**config.mk**
```make
export PLATFORM = sky130hd
export DESIGN_NAME = pipeline_stage_buf
export DESIGN_NICKNAME = d
export VERILOG_FILES = /design/src/rtl/pipeline_stage_buf_pkg.sv /design/src/rtl/pipeline_stage_buf_sat_counter.sv /design/src/rtl/pipeline_stage_buf.sv
export SDC_FILE = /design/constraint.sdc
export NUM_CORES = 1
export LEC_CHECK = 0
export ABC_AREA = 1
export CAP_MARGIN = 10
export CORE_MARGIN = 2
export CORE_UTILIZATION = 35
export DETAILED_ROUTE_END_ITERATION = 16
export SYNTH_ARGS = -nofsm -noshare
export SYNTH_HDL_FRONTEND = slang
export SYNTH_SLANG_ARGS = --single-unit
export TNS_END_PERCENT = 20
```
**constraint.sdc**
```tcl
create_clock -name clk -period 2.4 [get_ports clk]
set_input_delay 0.48 -clock clk [delete_from_list [all_inputs] [get_ports clk]]
set_output_delay 0.48 -clock clk [all_outputs]
set_load 0.1 [all_outputs]
```
**src/rtl/pipeline_stage_buf_pkg.sv**
```systemverilog
`default_nettype none
// +--------------------------------------------------------------------------+
// | pipeline : shared core pipeline types and stage-buffer defaults          |
// | Rev 1.0  : initial release                                               |
// +--------------------------------------------------------------------------+
package pipeline;

  localparam int STAGE_BUF_DEPTH = 2;

  typedef logic [15:0] stall_cnt_t;

  localparam int STALL_CNT_W = $bits(stall_cnt_t);

endpackage
`default_nettype wire

```
**src/rtl/pipeline_stage_buf_sat_counter.sv**
```systemverilog
`default_nettype none
// +--------------------------------------------------------------------------+
// | sat_counter : up-counter that sticks at all-ones, async active-low reset |
// | Rev 1.0     : initial release                                            |
// +--------------------------------------------------------------------------+
module sat_counter #(
  parameter int W = 16
) (
  input  logic         clk,
  input  logic         reset_n,
  input  logic         inc,
  output logic [W-1:0] q
);

  logic [W-1:0] cnt_q;
  logic [W-1:0] cnt_d;

  always_comb begin
    cnt_d = cnt_q;
    if (inc && (cnt_q != '1)) begin
      cnt_d = cnt_q + W'(1);
    end
  end

  always_ff @(posedge clk or negedge reset_n) begin
    if (!reset_n) begin
      cnt_q <= '0;
    end else begin
      cnt_q <= cnt_d;
    end
  end

  assign q = cnt_q;

endmodule
`default_nettype wire

```
**src/rtl/pipeline_stage_buf.sv**
```systemverilog
`default_nettype none
// +--------------------------------------------------------------------------+
// | pipeline_stage_buf : elastic valid/ready register between pipe stages    |
// | Rev 1.0            : initial release                                     |
// +--------------------------------------------------------------------------+
module pipeline_stage_buf
  import pipeline::*;
#(
  parameter int PAYLOAD_W = 32,
  parameter int DEPTH     = STAGE_BUF_DEPTH,
  parameter int CNT_W     = STALL_CNT_W
) (
  input  logic                         clk,
  input  logic                         reset_n,
  input  logic                         flush,
  input  logic                         in_valid,
  output logic                         in_ready,
  input  logic [PAYLOAD_W-1:0]         in_data,
  output logic                         out_valid,
  input  logic                         out_ready,
  output logic [PAYLOAD_W-1:0]         out_data,
  output logic [$clog2(DEPTH+1)-1:0]   occupancy,
  output logic [CNT_W-1:0]             stall_cycles
);

  localparam int PTR_W = (DEPTH > 1) ? $clog2(DEPTH) : 1;
  localparam int OCC_W = $clog2(DEPTH + 1);
  localparam logic [OCC_W-1:0] FULL_CNT = OCC_W'(DEPTH);
  localparam logic [PTR_W-1:0] LAST_PTR = PTR_W'(DEPTH - 1);

  generate
    if ((DEPTH < 1) || (DEPTH > 4) || (PAYLOAD_W < 1)) begin : g_bad_param
      $error("pipeline_stage_buf: DEPTH must be 1..4 and PAYLOAD_W >= 1");
    end
  endgenerate

  logic [PAYLOAD_W-1:0] mem_q [DEPTH];
  logic [PTR_W-1:0]     wr_ptr_q, wr_ptr_d;
  logic [PTR_W-1:0]     rd_ptr_q, rd_ptr_d;
  logic [OCC_W-1:0]     count_q, count_d;
  logic                 push, pop, stall;

  // Handshake outputs come from registered count only, so out_ready never reaches in_ready.
  assign in_ready  = (count_q != FULL_CNT);
  assign out_valid = (count_q != '0);
  assign out_data  = out_valid ? mem_q[rd_ptr_q] : '0;
  assign occupancy = count_q;

  assign push  = in_valid & in_ready & ~flush;
  assign pop   = out_valid & out_ready;
  assign stall = out_valid & ~out_ready;

  always_comb begin
    wr_ptr_d = wr_ptr_q;
    rd_ptr_d = rd_ptr_q;
    count_d  = count_q;
    if (flush) begin
      wr_ptr_d = '0;
      rd_ptr_d = '0;
      count_d  = '0;
    end else begin
      if (push) begin
        wr_ptr_d = (wr_ptr_q == LAST_PTR) ? '0 : wr_ptr_q + PTR_W'(1);
      end
      if (pop) begin
        rd_ptr_d = (rd_ptr_q == LAST_PTR) ? '0 : rd_ptr_q + PTR_W'(1);
      end
      case ({push, pop})
        2'b10:   count_d = count_q + OCC_W'(1);
        2'b01:   count_d = count_q - OCC_W'(1);
        default: count_d = count_q;
      endcase
    end
  end

  always_ff @(posedge clk or negedge reset_n) begin
    if (!reset_n) begin
      wr_ptr_q <= '0;
      rd_ptr_q <= '0;
      count_q  <= '0;
    end else begin
      wr_ptr_q <= wr_ptr_d;
      rd_ptr_q <= rd_ptr_d;
      count_q  <= count_d;
    end
  end

  // Payload storage is deliberately unreset; out_data is masked by out_valid instead.
  always_ff @(posedge clk) begin
    if (push) begin
      mem_q[wr_ptr_q] <= in_data;
    end
  end

  sat_counter #(
    .W (CNT_W)
  ) u_stall_cnt (
    .clk     (clk),
    .reset_n (reset_n),
    .inc     (stall),
    .q       (stall_cycles)
  );

  a_no_push_full : assert property (@(posedge clk) disable iff (!reset_n)
    push |-> (count_q != FULL_CNT));

  a_no_pop_empty : assert property (@(posedge clk) disable iff (!reset_n)
    pop |-> (count_q != '0));

  a_head_stable : assert property (@(posedge clk) disable iff (!reset_n)
    (out_valid && !out_ready && !flush) |=> (out_valid && $stable(out_data)));

endmodule
`default_nettype wire

```
=== After elaboration in Yosys (flattened, before gate mapping) ===
Memories as Yosys holds them, arrays and structs flattened.
Cells that the tools add are included.

* Equal/unequal tests: 4
* Reductions and logical operators: 5
* $add $sub $neg: 5
* Bitwise logic cells: 6
* Mux-type cells: 11

{| class="wikitable"
|+ Operator list
! operator !! number
|-
| $mux W32 || 1
|-
| $add A16 B1 Y16 const B || 1
|-
| $ne A16 B16 Y1 const B || 1
|-
| $mux W1 || 8
|-
| $reduce_bool A2 Y1 || 3
|-
| $and A1 B1 Y1 || 4
|-
| $pmux W2 S2 || 1
|-
| $reduce_bool A3 Y1 || 1
|-
| $add A1 B1 Y1 const B || 2
|-
| $add A2 B1 Y2 const B || 1
|-
| $eq A2 B1 Y1 const B || 1
|-
| $eq A2 B2 Y1 const B || 1
|-
| $mux W2 || 1
|-
| $ne A2 B2 Y1 const B || 1
|-
| $not A1 Y1 || 2
|-
| $sub A2 B1 Y2 const B || 1
|-
| $logic_and A1 B1 Y1 || 1
|}

* Bits in writable memories: 64
* Logic and storage cells: 36
* Output and inout bits: 52
* Register bits: 20
* Memories: 1

{| class="wikitable"
|+ Memories
! memory !! words !! width !! rd ports !! clocked after memory_dff !! wr ports !! RTL line !! text
|-
| mem_q || 2 || 32 || 1 || 0 || 1 || pipeline_stage_buf.sv:37 || <nowiki>logic [PAYLOAD_W-1:0] mem_q [DEPTH];</nowiki>
|}

=== Longest topological paths before layout ===
* Depth in word-level cells: 6
* Gate-level depth with buffers: 9
* Gate-level depth less buffers: 9

=== Hierarchy ===
From an unflattened synthesis, not the netlist that was laid out.

* Cells, all modules: 358
* Area total of the unflattened synthesis: 3687.3 um2

{| class="wikitable"
|+ By module, submodules not included
! module !! area an instance (um2) !! cells each !! seq. area each (um2) !! times used
|-
| pipeline_stage_buf || 2628.8 || 209 || 2021.9 || 1
|-
| sat_counter || 1058.5 || 149 || 400.4 || 1
|}

=== Least setup slack after synthesis ===
No wires, ideal clock.

* Path type: reg-to-reg
* Start: register count_q[0] (netlist: occupancy[0])
* End: memory mem_q[0][0] (enable)
* Clock period less this slack: 4.023 ns
* Slack: -1.623 ns
* Stages on the path, launching flop included: 5
* Library setup time: 0.421 ns
* Arrival: 3.602 ns
* Path through: dfrtp_1 -> inv_1 -> nand2_1 -> nand3_1 -> nor2_1

* Cells in the longest elaborated chain, start to end: 5

{| class="wikitable"
|+ Ends and longest elaborated chain
! what !! RTL line !! text
|-
| start, declared || pipeline_stage_buf.sv:40 || <nowiki>logic [OCC_W-1:0] count_q, count_d;</nowiki>
|-
| start signal, assigned || pipeline_stage_buf.sv:84 || <nowiki>count_q <= count_d;</nowiki>
|-
| $ne A2 B2 Y1 || pipeline_stage_buf.sv:44 || <nowiki>assign in_ready = (count_q != FULL_CNT);</nowiki>
|-
| net in_ready || pipeline_stage_buf.sv:17 || <nowiki>output logic in_ready,</nowiki>
|-
| $and A1 B1 Y1 (2 in a row) || pipeline_stage_buf.sv:49 || <nowiki>assign push = in_valid & in_ready & ~flush;</nowiki>
|-
| $mux W1 || pipeline_stage_buf.sv:90 || <nowiki>if (push) begin</nowiki>
|-
| $mux W1 (implied by the code) || pipeline_stage_buf.sv:91 || <nowiki>mem_q[wr_ptr_q] <= in_data;</nowiki>
|-
| end, declared || pipeline_stage_buf.sv:37 ||
|}

The timed path passes the listed nets, and every way through them passes these cells.

=== Worst setup path in the final report ===
* Start: register count_q[0] (netlist: occupancy[0])
* End: output out_data[0]

* Cells in the longest elaborated chain, start to end: 2

{| class="wikitable"
|+ Ends and longest elaborated chain
! what !! RTL line !! text
|-
| $reduce_bool A2 Y1 || pipeline_stage_buf.sv:45 || <nowiki>assign out_valid = (count_q != '0);</nowiki>
|-
| $mux W32 || pipeline_stage_buf.sv:46 || <nowiki>assign out_data = out_valid ? mem_q[rd_ptr_q] : '0;</nowiki>
|-
| end, declared || pipeline_stage_buf.sv:21 || <nowiki>output logic [PAYLOAD_W-1:0] out_data,</nowiki>
|}

Every way passes these cells.

==> flow_metrics.tcl <==
set metrics [dict create \
    synth.area.top_cells "edfxtp_1 53%, nand2_1 14%, dfrtp_1 14%" \
    clkPwrFrac 0.214 \
    clock_latency_ns 0.35 \
    synth_top_area_cell "edfxtp_1" \
    synth-seq-cells 84 \
    dpl.hpwl_um 6000 \
    final.fill_count 873 \
    synth_warnings 0 \
    ctsHoldBuffers 0 \
    grt_pass1_vias 2854 \
    avgSynthCellArea_um2 10.4 \
    preCtsSetupSlack_ns 0.230 \
    outcome "completed" \
    internal_power_mw 2.94 \
    ctsRootBufferMaster "clkbuf_8" \
    drc 0 \
    place_congestion 0.817 \
    die_y_um 106 \
    critPathRequiredTime_ns 1.92 \
    post-route-min-period_ns 2.11 \
    setup_viol 0 \
    hold_path.class "in2async" \
    ctsResizeCount 0 \
    ant_nets 0 \
    cp_max_fo 19 \
    syn_nets 387 \
    rows 37 \
    power_switching_mw 2.11 \
    synth_edf_count 64 \
    layout-drive-gt1-share 0.277 \
    cts_sinks 84 \
    dr.pass1.iters 4 \
    netlist_instances 349 \
    first_iter_violations 52 \
    crit_path_end_kind "output port" \
    path_common_cell "buf_12" \
    syn_area_mm2 0.00362 \
    grt_overflow 0 \
    critPathSlowestCell "dfrtp_2" \
    cp_cell_sequence "nor2_4 > buf_12 > a21oi_2 > buf_12" \
    yosysTopAreaCellShare 0.531 \
    antenna_found_initial 0 \
    grt.total_usage 0.158 \
    grt_pass1_wl_um 13900 \
    drv_slew 0 \
    fin_ws_ns 0.288 \
    clk_path_buf_depth 2 \
    total_power_mw 5.06 \
    cts_inserted_buffers 9 \
    worstSetupPathType "reg2out" \
    final_common_cell "nand2_1" \
    drt-total-wl_um 8160 \
    start_util 0.355 \
    worst_slew_pin_slew_ns 0.466 \
    antennaDiodeCount 0 \
    core-area_mm2 0.0102 \
    power_density_mw_per_mm2 901 \
    multi_input_area_mm2 0.00144 \
    switching_share 0.418 \
    cts_tree "yes" \
    ys_async_sr_fraction 0.238 \
    cp-start-kind "flip-flop" \
    max_cap_viol_count 0 \
    cpPeakStageDelay_ns 0.46 \
    register_area_mm2 0.00242 \
    setup_tns_ns 0 \
    max_freq_ghz 0.473 \
    wl_per_cell_um 13.9 \
    cts_setup_buffers 0 \
    worstPathArrival_ns 1.63 \
    min_period_over_period 0.880 \
    io_buffers 88 \
    design.die.area_mm2 0.0112 \
    power_leakage_nw 2.10 \
    via_count 2705 \
    skew_ns 0.00541 \
    seqPwrFrac 0.342 \
    final_cell_mix "138 x nand2_1, 64 x edfxtp_1, 37 x buf_12" \
    final_util 0.551 \
    yosysUniqueCellTypes 24 \
    seq_area_frac_synth 0.670 \
    hold_violations 0 \
    die_w_um 106 \
    drt-vias-per-instance 4.60 \
    fin_nets 485 \
    timing.hold.ws_ns 0.439 \
    combPwrFrac 0.443 \
    rsz0062_at_grt "false" \
    ioPinCount 89 \
    grt_max_degree 30 \
    htree_levels 3 \
    area_growth_pct 55.2 \
    path_clk_slew_ns 0.08 \
    synth_flop_cell "edfxtp_1" \
    max_slew_margin 0.688 \
    peakVddDrop_uv 804 \
]
[cell type report]
type	count	share of cell area
sequential	84	0.432
multi-input combinational	234	0.256
timing repair buffer	99	0.231
tap	136	0.0303
clock buffer	10	0.0227
clock inverter	6	0.0156
inverter	19	0.0127
[worst paths after layout]
check                                  from                end  slack [ns]  depth (start not counted)
max                            occupancy[0]        out_data[0]        0.29                          4
min                                 reset_n   u_stall_cnt.q[7]        0.44                          1
max reg2reg                u_stall_cnt.q[0]  u_stall_cnt.q[10]        0.54                          8
min reg2reg                u_stall_cnt.q[8]   u_stall_cnt.q[8]        0.56                          1
max in group asynchronous           reset_n   u_stall_cnt.q[4]        1.44                          2
min in group clk           u_stall_cnt.q[8]   u_stall_cnt.q[8]        0.56                          1
[logic make-up (layout without fill, tap and decap cells)]
kind of cell,after synthesis,after routing,synth area share
XOR/XNOR,8,8,0.0194
AO/OA/AOI/OAI,42,42,0.0616
flip-flops,84,84,0.670
adder cells (fa/ha/maj),1,1,0.00346
buffers and inverters,31,134,0.0363
AND/OR/NAND/NOR,183,183,0.210
[through the flow]
step,instance area (um2),cells
finish,5610,588
global route,5610,588
CTS,5610,588
detailed placement,5400,572
global placement,5400,572
floorplan,3990,349
[synth_stat cells (2+ instances only)]
cell type and n:
buf_6 2, o21ai_0 7, a21oi_1 33, dfrtp_1 20, edfxtp_1 64, nand4_1 5
nand2_4 2, nor2_2 3, nand3_1 11, nor2_1 18, nand2_1 139, xnor2_1 7
nand2_2 2, inv_1 17, clkbuf_1 10
[registers in the layout (all words and copies together) (netlist names)]
register / flops
wr_ptr_q: 1
rd_ptr_q: 1
occupancy: 2
u_stall_cnt.q: 16
mem_q: 64
[power by group through the flow]
stage	clock, mW	combinational (mW)	sequential [mW]
after CTS	1.11	2.26	1.73
after global placement	0	2.24	1.76
after floorplan	0	1.28	1.98
final	1.08	2.24	1.73
after global routing	1.18	2.33	1.74
after detailed placement	0	2.26	1.76
[per-layer routing]
metal  global-route usage  vias up  part of all wire
met4               0.0536        0             0.014
met2                0.265       68              0.50
li1                     -     1356                 -
met1                0.200     1272              0.43
met3               0.0402        9             0.055
met5                    0        -                 0
[worst max-delay path: cells and delay by family (launching register included)]
family / cells / cell delay [ns]
buffers and inverters: 2 / 0.46
AND/OR/NAND/NOR: 1 / 0.27
AO/OA/AOI/OAI: 1 / 0.09
flip-flops: 1 / 0.46
Power figures use the tool's default switching activity.
